### src/rtl/div_pkg.sv
// Shared types and width constants for the sequential restoring divider.
package div_pkg;

    typedef enum logic [1:0] {
        IDLE,
        CALC,
        DONE
    } div_state_t;

    localparam int N_DEF = 8;
    localparam int M_DEF = 4;
    localparam int CNT_W = $clog2(N_DEF);

endpackage

### src/rtl/div_step.sv
// One restoring-division iteration: shift in a dividend bit, subtract divisor if it fits.
// Purely combinational; the caller registers the result.
module div_step #(
    parameter int M = 4
) (
    input  logic [M-1:0] prem_i,
    input  logic         dbit_i,
    input  logic [M-1:0] divisor_i,
    output logic [M-1:0] prem_o,
    output logic         qbit_o
);

    logic [M:0] trial;
    logic [M:0] res;
    logic       unused_res_msb;

    always_comb begin
        trial  = {prem_i, dbit_i};
        qbit_o = (trial >= {1'b0, divisor_i});
        res    = qbit_o ? (trial - {1'b0, divisor_i}) : trial;
        // The restored remainder is always below the divisor, so its top bit is zero.
        prem_o = res[M-1:0];
        unused_res_msb = res[M];
    end

endmodule

### src/rtl/seq_restoring_divider.sv
// Unsigned N/M restoring divider, one quotient bit per clk; done N+1 edges after start (1 edge on divide-by-zero).
// start is ignored while busy; with DIV_RESTART_EN defined, start during CALC aborts and restarts.
module seq_restoring_divider
    import div_pkg::*;
#(
    parameter int N = N_DEF,
    parameter int M = M_DEF
) (
    input  logic         clk,
    input  logic         rst_n,
    input  logic         start,
    input  logic [N-1:0] dividend,
    input  logic [M-1:0] divisor,
    output logic [N-1:0] quotient,
    output logic [M-1:0] remainder,
    output logic         busy,
    output logic         done,
    output logic         dbz
);

    localparam int CW = (N == N_DEF) ? CNT_W : $clog2(N);

    div_state_t   state_q, state_d;
    logic [N-1:0] shift_q, shift_d;
    logic [M-1:0] prem_q, prem_d;
    logic [M-1:0] div_q, div_d;
    logic [CW-1:0] cnt_q, cnt_d;
    logic [N-1:0] quotient_q, quotient_d;
    logic [M-1:0] remainder_q, remainder_d;
    logic         busy_q, busy_d;
    logic         done_q, done_d;
    logic         dbz_q, dbz_d;
    logic         accept;
    logic [M-1:0] step_rem;
    logic         step_bit;

    div_step #(.M(M)) u_step (
        .prem_i    (prem_q),
        .dbit_i    (shift_q[N-1]),
        .divisor_i (div_q),
        .prem_o    (step_rem),
        .qbit_o    (step_bit)
    );

    always_comb begin
`ifdef DIV_RESTART_EN
        accept = start && (state_q == IDLE || state_q == CALC);
`else
        accept = start && (state_q == IDLE);
`endif
    end

    always_comb begin
        state_d     = state_q;
        shift_d     = shift_q;
        prem_d      = prem_q;
        div_d       = div_q;
        cnt_d       = cnt_q;
        quotient_d  = quotient_q;
        remainder_d = remainder_q;
        busy_d      = busy_q;
        done_d      = 1'b0;
        dbz_d       = dbz_q;

        if (accept) begin
            busy_d = 1'b1;
            if (divisor == '0) begin
                // Divide-by-zero skips iteration and reports saturated results.
                state_d     = DONE;
                quotient_d  = '1;
                remainder_d = '0;
                dbz_d       = 1'b1;
                cnt_d       = '0;
            end else begin
                state_d = CALC;
                shift_d = dividend;
                prem_d  = '0;
                div_d   = divisor;
                cnt_d   = CW'(N - 1);
                dbz_d   = 1'b0;
            end
        end else begin
            case (state_q)
                CALC: begin
                    shift_d = {shift_q[N-2:0], step_bit};
                    prem_d  = step_rem;
                    cnt_d   = cnt_q - 1'b1;
                    if (cnt_q == '0) begin
                        quotient_d  = {shift_q[N-2:0], step_bit};
                        remainder_d = step_rem;
                        state_d     = DONE;
                    end
                end
                DONE: begin
                    state_d = IDLE;
                    busy_d  = 1'b0;
                    done_d  = 1'b1;
                end
                default: begin
                    state_d = IDLE;
                end
            endcase
        end
    end

    always_ff @(posedge clk or negedge rst_n) begin
        if (!rst_n) begin
            state_q     <= IDLE;
            shift_q     <= '0;
            prem_q      <= '0;
            div_q       <= '0;
            cnt_q       <= '0;
            quotient_q  <= '0;
            remainder_q <= '0;
            busy_q      <= 1'b0;
            done_q      <= 1'b0;
            dbz_q       <= 1'b0;
        end else begin
            state_q     <= state_d;
            shift_q     <= shift_d;
            prem_q      <= prem_d;
            div_q       <= div_d;
            cnt_q       <= cnt_d;
            quotient_q  <= quotient_d;
            remainder_q <= remainder_d;
            busy_q      <= busy_d;
            done_q      <= done_d;
            dbz_q       <= dbz_d;
        end
    end

    assign quotient  = quotient_q;
    assign remainder = remainder_q;
    assign busy      = busy_q;
    assign done      = done_q;
    assign dbz       = dbz_q;

endmodule

### config.mk
export PLATFORM = sky130hd
export DESIGN_NAME = seq_restoring_divider
export DESIGN_NICKNAME = d
export VERILOG_FILES = /design/src/rtl/div_pkg.sv /design/src/rtl/div_step.sv /design/src/rtl/seq_restoring_divider.sv
export SDC_FILE = /design/constraint.sdc
export NUM_CORES = 1
export LEC_CHECK = 0
export BUFFER_PORTS_ARGS = -buffer_cell sky130_fd_sc_hd__clkbuf_2
export CAP_MARGIN = 0
export CORE_MARGIN = 4
export CORE_UTILIZATION = 35
export CTS_BUF_LIST = sky130_fd_sc_hd__clkbuf_16
export DETAILED_ROUTE_END_ITERATION = 12
export GPL_ROUTABILITY_DRIVEN = 0
export PLACE_DENSITY = 0.57
export REMOVE_ABC_BUFFERS = 1
export SLEW_MARGIN = 10
export SYNTH_ARGS = -nofsm -noshare
export SYNTH_HDL_FRONTEND = slang
export SYNTH_SLANG_ARGS = --single-unit
export TNS_END_PERCENT = 5
### constraint.sdc
create_clock -name clk -period 2.2 [get_ports clk]
set_input_delay 0.11 -clock clk [delete_from_list [all_inputs] [get_ports clk]]
set_output_delay 0.11 -clock clk [all_outputs]
set_load 0.02 [all_outputs]
=== Word level (Yosys, flattened, before mapping) ===
Index checks and enable logic that the tools add are counted.

* Bitwise operators: 1
* Add/sub/neg operators: 2
* Order comparisons: 1
* Reductions and logical operators: 10
* Equal/unequal tests: 5
* Mux-type cells: 27

{| class="wikitable"
|+ Operator list
! kind !! number
|-
| 2-to-1 mux 8 bit || 7
|-
| 2-to-1 mux 4 bit || 8
|-
| 2-to-1 mux 3 bit || 3
|-
| 2-to-1 mux 2 bit || 4
|-
| nonzero test 2 bit || 3
|-
| greater-or-equal comparator 5 x 4 -> 1 bit || 1
|-
| 2-to-1 mux 1 bit || 5
|-
| logical NOT 4 bit || 1
|-
| AND reduction 2 bit || 2
|-
| subtractor 4 bit || 1
|-
| logical NOT 3 bit || 1
|-
| != test 3 bit, second input constant || 1
|-
| AND reduction 3 bit || 1
|-
| subtractor 3 x 1 -> 3 bit, second input constant || 1
|-
| == test 2 x 1 -> 1 bit, second input constant || 1
|-
| == test 2 bit, second input constant || 1
|-
| logical NOT 2 bit || 1
|-
| != test 2 x 1 -> 1 bit, second input constant || 1
|-
| != test 2 bit, second input constant || 1
|-
| logical AND 1 bit || 1
|-
| inverter 1 bit || 1
|}

* Output and inout bits: 15
* Register bits: 36
* Input port bits: 15
* Logic and storage cells: 56

=== Logic depth before layout (Yosys ltp) ===
Gate-level depths: netlist (run 1).

* Depth after elaboration: 5
* Gate-level depth with buffers: 9
* Depth with buffers taken out: 8

=== Hierarchy ===
From an unflattened synthesis (run 1), not the netlist that was laid out.

* Cell total of the unflattened synthesis: 195
* Area, all modules: 2005.7 um^2

{| class="wikitable"
|+ Modules (own cells, without submodules)
! module !! times used !! seq. area each (um^2) !! area each (um^2) !! cells an instance
|-
| seq_restoring_divider || 1 || 900.9 || 1781.7 || 167
|-
| div_step || 1 || 0.0 || 224.0 || 28
|}

=== Worst setup path before layout (run 1) ===
OpenSTA, ideal clock, no wires.

* Path type: flip-flop to flip-flop
* From: register div_q[1]
* To: register prem_q[2]
* Required time: 2.078 ns
* Data arrival time: 1.746 ns
* Clock period less this slack: 1.868 ns
* Buffers on the path: 1
* Cell stages (with the launch flop): 8
* Setup time: 0.122 ns
* Slack: 0.332 ns
* Cells stage by stage: dfrtp_1 inv_1 ha_1 nor2b_1 o31a_1 buf_2 or3_1 a32o_1

* Longest elaborated chain between the ends: 4
* Elaborated cells between the ends (all ways): 5
* Those cells by class: add/sub: 1; order compare: 1; mux: 3

{| class="wikitable"
|+ Ends and longest elaborated chain
! what !! RTL line !! source
|-
| from (decl) || seq_restoring_divider.sv:26 || <nowiki>logic [M-1:0] div_q, div_d;</nowiki>
|-
| from (signal assigned) || seq_restoring_divider.sv:122 || <nowiki>div_q <= div_d;</nowiki>
|-
| subtractor 4 bit / greater-or-equal comparator 5 x 4 -> 1 bit (equally long branches) || div_step.sv:20, div_step.sv:19 ||
|-
| 2-to-1 mux 4 bit * || div_step.sv:20 || <nowiki>res = qbit_o ? (trial - {1'b0, divisor_i}) : trial;</nowiki>
|-
| 2-to-1 mux 4 bit * || seq_restoring_divider.sv:83 || <nowiki>case (state_q)</nowiki>
|-
| 2-to-1 mux 4 bit * || seq_restoring_divider.sv:65 || <nowiki>if (accept) begin</nowiki>
|-
| to (signal assigned) || seq_restoring_divider.sv:121 || <nowiki>prem_q <= prem_d;</nowiki>
|-
| to (decl) || seq_restoring_divider.sv:25 || <nowiki>logic [M-1:0] prem_q, prem_d;</nowiki>
|}

Every way passes the cells marked *; elsewhere a longest branch is shown, timed or not. The select of a mux whose other input is x is not followed.
A chain may end at the register's enable or synchronous reset.

=== Final worst setup path (run 1) ===
Same ends and word-level chain as after synthesis.

==> impl_metrics.py, run 1 <==
metrics = {
    "outcome": {
        "status": "finished clean",
    },
    "timing": {
        "final.period_utilization": 0.881,
        "worst_pin_slew_ns": 0.903,
        "grt_setup_unrepaired": "no",
        "min_period_ns": 1.94,
        "hold_viol": 0,
        "drv_slew": 0,
        "worst_slack_ns": 0.263,
        "relSlewSlack": 0.398,
        "fmax_ghz": 0.516,
        "setup_violations": 0,
        "skew_ns": 0.00218,
    },
    "final_layout": {
        "nNetsFinal": 240,
        "antennaDiodeCount": 0,
        "syn_to_final_growth_pct": 21.0,
        "drive_above_1_share": 0.197,
    },
    "worst_setup_path": {
        "regToRegStartpoint": "div_q[1]",
        "r2r.worst_path.cells": 6,
        "crit_fanout": 9,
        "cp-end-kind": "register",
        "crit_arrival_ns": 2.10,
        "timing.rr.end": "prem_q[2]",
        "startpoint_type": "register",
        "required_ns": 2.36,
        "r2r_setup_slack_ns": 0.26,
        "path_class": "reg -> reg",
    },
    "hold_path": {
        "min-delay-start": "dividend[5]",
        "worstHoldEndpoint": "shift_q[5]",
        "whs_path_depth": 3,
        "hold_path.class": "in -> reg",
    },
    "global_route": {
        "grt_max_degree": 37,
        "antenna_found_initial": 0,
        "grt_pass1_vias": 1359,
        "grt-ovfl-total": 0,
        "grt_pass1_wl_mm": 6.50,
        "grt_usage": 0.137,
    },
    "clock_network": {
        "clk_pin_slew_ns": 0.05,
        "cts_setup_buffers": 0,
        "cts_sinks": 36,
        "clk_path_buf_depth": 2,
        "clock_latency_ns": 0.27,
        "ctsHoldBuffers": 1,
        "cts_resized": 0,
        "cts-root-buf": "clkbuf_16",
        "cts_made_buffers": 5,
        "cts_tree": "built",
        "htree_levels": 2,
    },
    "power": {
        "max-vdd-ir-drop_uv": 919,
        "total_power_mw": 3.55,
        "p_leak_nw": 1.02,
        "power.density_mw_per_mm2": 1690,
    },
    "logic_synthesis": {
        "synth_area_leaders": "dfrtp_1, nand2_1, o21ai_0",
        "avgSynthCellArea_sq_um": 9.33,
        "synth_cell_types": 35,
        "synthTopCellsByCount": "nand2_1, dfrtp_1, nor2_1, o21ai_0, inv_1",
        "ys.warnings.count": 0,
        "synth_area_leader_cell": "dfrtp_1",
        "synthFlopType": "dfrtp_1",
        "ys_ff_latch": 36,
        "synth_area_sq_mm": 0.00174,
        "synth_cells": 186,
        "yosys.cell_count.top_type": "nand2_1",
        "synth-seq-area-share": 0.519,
        "synth_edf_count": 0,
        "async_flop_share": 1.00,
        "yosysTopAreaCellShare": 0.519,
    },
    "floorplan": {
        "io_pins": 30,
        "core_area_sq_mm": 0.00475,
        "start_util": 0.365,
        "row_count": 25,
        "die_y_um": 78.4,
        "dieWidth_um": 78.4,
        "die_area_sq_mm": 0.00615,
    },
    "placed_design": {
        "dp_slack_ns": 0.278,
        "hpwl_mm": 2.69,
        "port-buffer-count": 29,
    },
    "drt": {
        "wl_per_cell_um": 13.2,
        "drt-initial-drc-count": 78,
        "drc": 0,
        "firstDrtPassIters": 4,
        "dr_total_vias": 1383,
        "antenna_left": 0,
        "vias_per_cell": 4.85,
        "drt-total-wl_mm": 3.77,
    },
    "run": {
        "maxCapViolCount": 0,
    },
}
-- layout by cell type, fill, tap and decap left out, types with 2 or more instances in the layout --
master	netlist	layout
nor2b_1	2	2
a21oi_1	6	6
o21ai_0	17	17
o21a_1	4	4
a31oi_1	8	8
o31ai_1	5	5
nor3_1	4	4
nand2_1	41	41
ha_1	6	6
clkbuf_2	0	29
dfrtp_1	36	36
buf_4	0	2
clkbuf_16	0	5
nor2_1	17	17
inv_1	12	13
-- routing by layer --
layer / GRT usage / vias to the layer above / wire length [um]
met5: 0 / - / 0
met4: 0.0524 / 0 / 57
met3: 0.0333 / 7 / 166
met2: 0.209 / 23 / 1680
met1: 0.188 / 649 / 1860
li1: - / 704 / -
-- per-stage QoR --
step           std cells  hold WS (ns)  utilization  setup TNS (ns)  instance area (sq um)
2_1_floorplan        178        -0.186            -         -0.0994                   1690
3_3_place_gp         277         0.286        0.411               0                   1960
3_5_place_dp         277         0.283        0.411               0                   1960
4_1_cts              285        0.0634        0.442               0                   2100
5_1_grt              285        0.0726        0.442               0                   2100
6_report             285        0.0638        0.442               0                   2100
-- cells by family (layout without fill, tap and decap cells) --
| logic type | Yosys count | in the layout | synth area share |
|---|---|---|---|
| and+or+nand+nor | 73 | 73 | 0.186 |
| DFF | 36 | 36 | 0.519 |
| adders and majority gates | 7 | 7 | 0.0548 |
| buffers and inverters | 20 | 52 | 0.0512 |
| AOI/OAI and AO/OA | 49 | 49 | 0.184 |
| xor gates and xnor gates | 1 | 1 | 0.00505 |
-- sequential cells by signal, summed over array words and instances (netlist names) --
name,count
busy,1
done,1
quotient,8
remainder,4
shift_q,8
div_q,4
cnt_q,3
state_q,2
dbz,1
prem_q,4
-- layout make-up --
class	instances	area, sq um
tap	67	83.8
multi-input combinational	130	746
fill	489	2660
clock buffer	5	125
inverter	12	45.0
sequential	36	901
clock inverter	2	8.76
timing repair buffer	33	190
-- worst max path at each step --
stage / start / end / slack, ns / cells past startpoint
finish: div_q[1] / prem_q[2] / 0.26 / 6
global route: div_q[1] / prem_q[2] / 0.19 / 6
CTS: div_q[1] / prem_q[2] / 0.26 / 6
detailed placement: div_q[1] / prem_q[2] / 0.28 / 6
global placement: div_q[1] / prem_q[2] / 0.30 / 6
floorplan: state_q[0] / remainder[2] / -0.1 / 4
-- critical path, stage by stage, from the launching register on --
cell and delay, ns:
dfrtp_1 0.38, inv_1 0.06, ha_1 0.28, nor2b_1 0.15
o31a_1 0.34, or3_1 0.36, a32o_1 0.25
-- power breakdown --
group / leakage, nW / switching (mW) / internal (mW)
registers: 0.435 / 0.228 / 0.990
clock network: 0.0709 / 0.245 / 0.406
logic: 0.515 / 1.01 / 0.678
total: 1.02 / 1.48 / 2.07
(Power assumes the default switching activity.)
==> run 2: changes to the inputs <==
CTS_BUF_LIST = sky130_fd_sc_hd__clkbuf_4   (was sky130_fd_sc_hd__clkbuf_16)
==> impl_metrics.py, run 2 (same netlist as run 1, synthesis figures left out) <==
metrics = {
    "power": {
        "sw_frac_of_total": 0.447,
        "p_sw_mw": 1.46,
        "power.density_mw_per_mm2": 1560,
        "pwr-share-comb": 0.522,
        "clkPwrFrac": 0.105,
        "seqPwrFrac": 0.373,
        "p_leak_nw": 1.01,
        "internal-power_mw": 1.80,
        "max-vdd-ir-drop_uv": 712,
    },
    "timing": {
        "grt_setup_unrepaired": "no",
        "fmax_ghz": 0.514,
        "setup_violations": 0,
        "final.period_utilization": 0.885,
        "min_period_ns": 1.95,
        "drv_slew": 0,
        "worst_pin_slew_ns": 0.913,
        "skew_ns": 0.00882,
        "worst_slack_ns": 0.253,
        "hold_viol": 0,
        "relSlewSlack": 0.392,
    },
    "final_layout": {
        "regArea_sq_um": 901,
        "fillers": 503,
        "mostFrequentLayoutCell": "nand2_1",
        "syn_to_final_growth_pct": 20.8,
        "antennaDiodeCount": 0,
        "final_cell_mix": "nand2_1, dfrtp_1, clkbuf_2",
        "drive_above_1_share": 0.195,
        "multi_input_area_sq_um": 746,
        "final_area_sq_mm": 0.00210,
        "nNetsFinal": 248,
    },
    "drt": {
        "firstDrtPassIters": 4,
        "drc": 0,
        "drt-total-wl_mm": 3.87,
        "vias_per_cell": 4.83,
        "dr_total_vias": 1414,
        "drt-initial-drc-count": 73,
        "wl_per_cell_um": 13.2,
        "antenna_left": 0,
    },
    "hold_path": {
        "min-delay-start": "dividend[2]",
        "worstHoldEndpoint": "shift_q[2]",
        "hold_path.class": "in -> reg",
        "whs_path_depth": 3,
    },
    "global_route": {
        "antenna_found_initial": 0,
        "grt_max_degree": 37,
        "grt-ovfl-total": 0,
        "grt_pass1_wl_mm": 6.60,
        "grt_pass1_vias": 1402,
        "grt_usage": 0.139,
    },
    "clock_network": {
        "cts-root-buf": "clkbuf_4",
        "htree_levels": 2,
        "cts_made_buffers": 5,
        "cts_tree": "built",
        "cts_sinks": 36,
        "clock_latency_ns": 0.33,
        "clk_pin_slew_ns": 0.11,
        "cts_resized": 0,
        "clk_path_buf_depth": 2,
    },
    "worst_setup_path": {
        "cp-end-kind": "register",
        "regToRegStartpoint": "div_q[1]",
        "crit_fanout": 9,
        "timing.rr.end": "prem_q[2]",
        "startpoint_type": "register",
        "r2r.worst_path.cells": 6,
        "crit_arrival_ns": 2.18,
        "r2r_setup_slack_ns": 0.25,
        "required_ns": 2.43,
        "path_class": "reg -> reg",
    },
    "placed_design": {
        "dp_slack_ns": 0.278,
        "hpwl_mm": 2.69,
        "dpl_cell_area_sq_mm": 0.00196,
        "port-buffer-count": 29,
    },
    "floorplan": {
        "io_pins": 30,
        "die_area_sq_mm": 0.00615,
        "row_count": 25,
        "core_area_sq_mm": 0.00475,
        "die_y_um": 78.4,
        "start_util": 0.365,
        "dieWidth_um": 78.4,
    },
    "run": {
        "maxCapViolCount": 0,
    },
    "outcome": {
        "status": "finished clean",
    },
}
[run 2: changes by cell type in the layout (fill, tap and decap cells not counted), sizes merged]
| cell | delta |
|---|---|
| dlygate4sd3 | +8 |
| clkbuf | +1 |
| inv | -1 |
[run 2: per-stage QoR]
stage                      util  hold slack, ns  setup TNS (ns)  std cells  power [mW]
after floorplan               -          -0.186         -0.0994        178        2.41
after global placement    0.411           0.286               0        277        2.92
after detailed placement  0.411           0.283               0        277        2.92
after CTS                 0.441          0.0205               0        293        3.29
after global routing      0.441          0.0195               0        293        3.60
final                     0.441          0.0383               0        293        3.26
[run 2: layout make-up]
type                            instances  area share
Tap cell                               67      0.0400
Sequential cell                        36       0.430
Clock buffer                            6      0.0215
Timing Repair Buffer                   41       0.129
Clock inverter                          1     0.00239
Multi-Input combinational cell        130       0.356
Inverter                               12      0.0215
[run 2: worst max-delay path by stage]
| stage | from | endpoint | slack [ns] | depth (start not counted) |
|---|---|---|---|---|
| floorplan | state_q[0] | remainder[2] | -0.1 | 4 |
| global placement | div_q[1] | prem_q[2] | 0.30 | 6 |
| detailed placement | div_q[1] | prem_q[2] | 0.28 | 6 |
| CTS | div_q[1] | prem_q[2] | 0.25 | 6 |
| global route | div_q[1] | prem_q[2] | 0.18 | 6 |
| finish | div_q[1] | prem_q[2] | 0.25 | 6 |
[run 2: critical path: stages, from the launching register on]
cell and delay [ns]:
dfrtp_1 0.40, inv_1 0.06, ha_1 0.28, nor2b_1 0.15, o31a_1 0.34, or3_1 0.36
a32o_1 0.26
[run 2: what timing repair did]
item	in CTS	in global routing
setup buffers	0	0
endpoints found under the hold margin	44	0
hold buffers	9	0
[run 2: power by group through the flow]
stage,Combinational [mW],Clock [mW],Sequential [mW]
after global routing,1.94,0.387,1.27
after floorplan,1.09,0,1.32
final,1.70,0.344,1.22
after global placement,1.69,0,1.23
after CTS,1.72,0.354,1.22
after detailed placement,1.69,0,1.23
[run 2: routing by layer]
| layer | GRT usage | part of all wire |
|---|---|---|
| met1 | 0.189 | 0.50 |
| met2 | 0.214 | 0.44 |
| met3 | 0.0333 | 0.044 |
| met4 | 0.0507 | 0.011 |
| met5 | 0 | 0 |
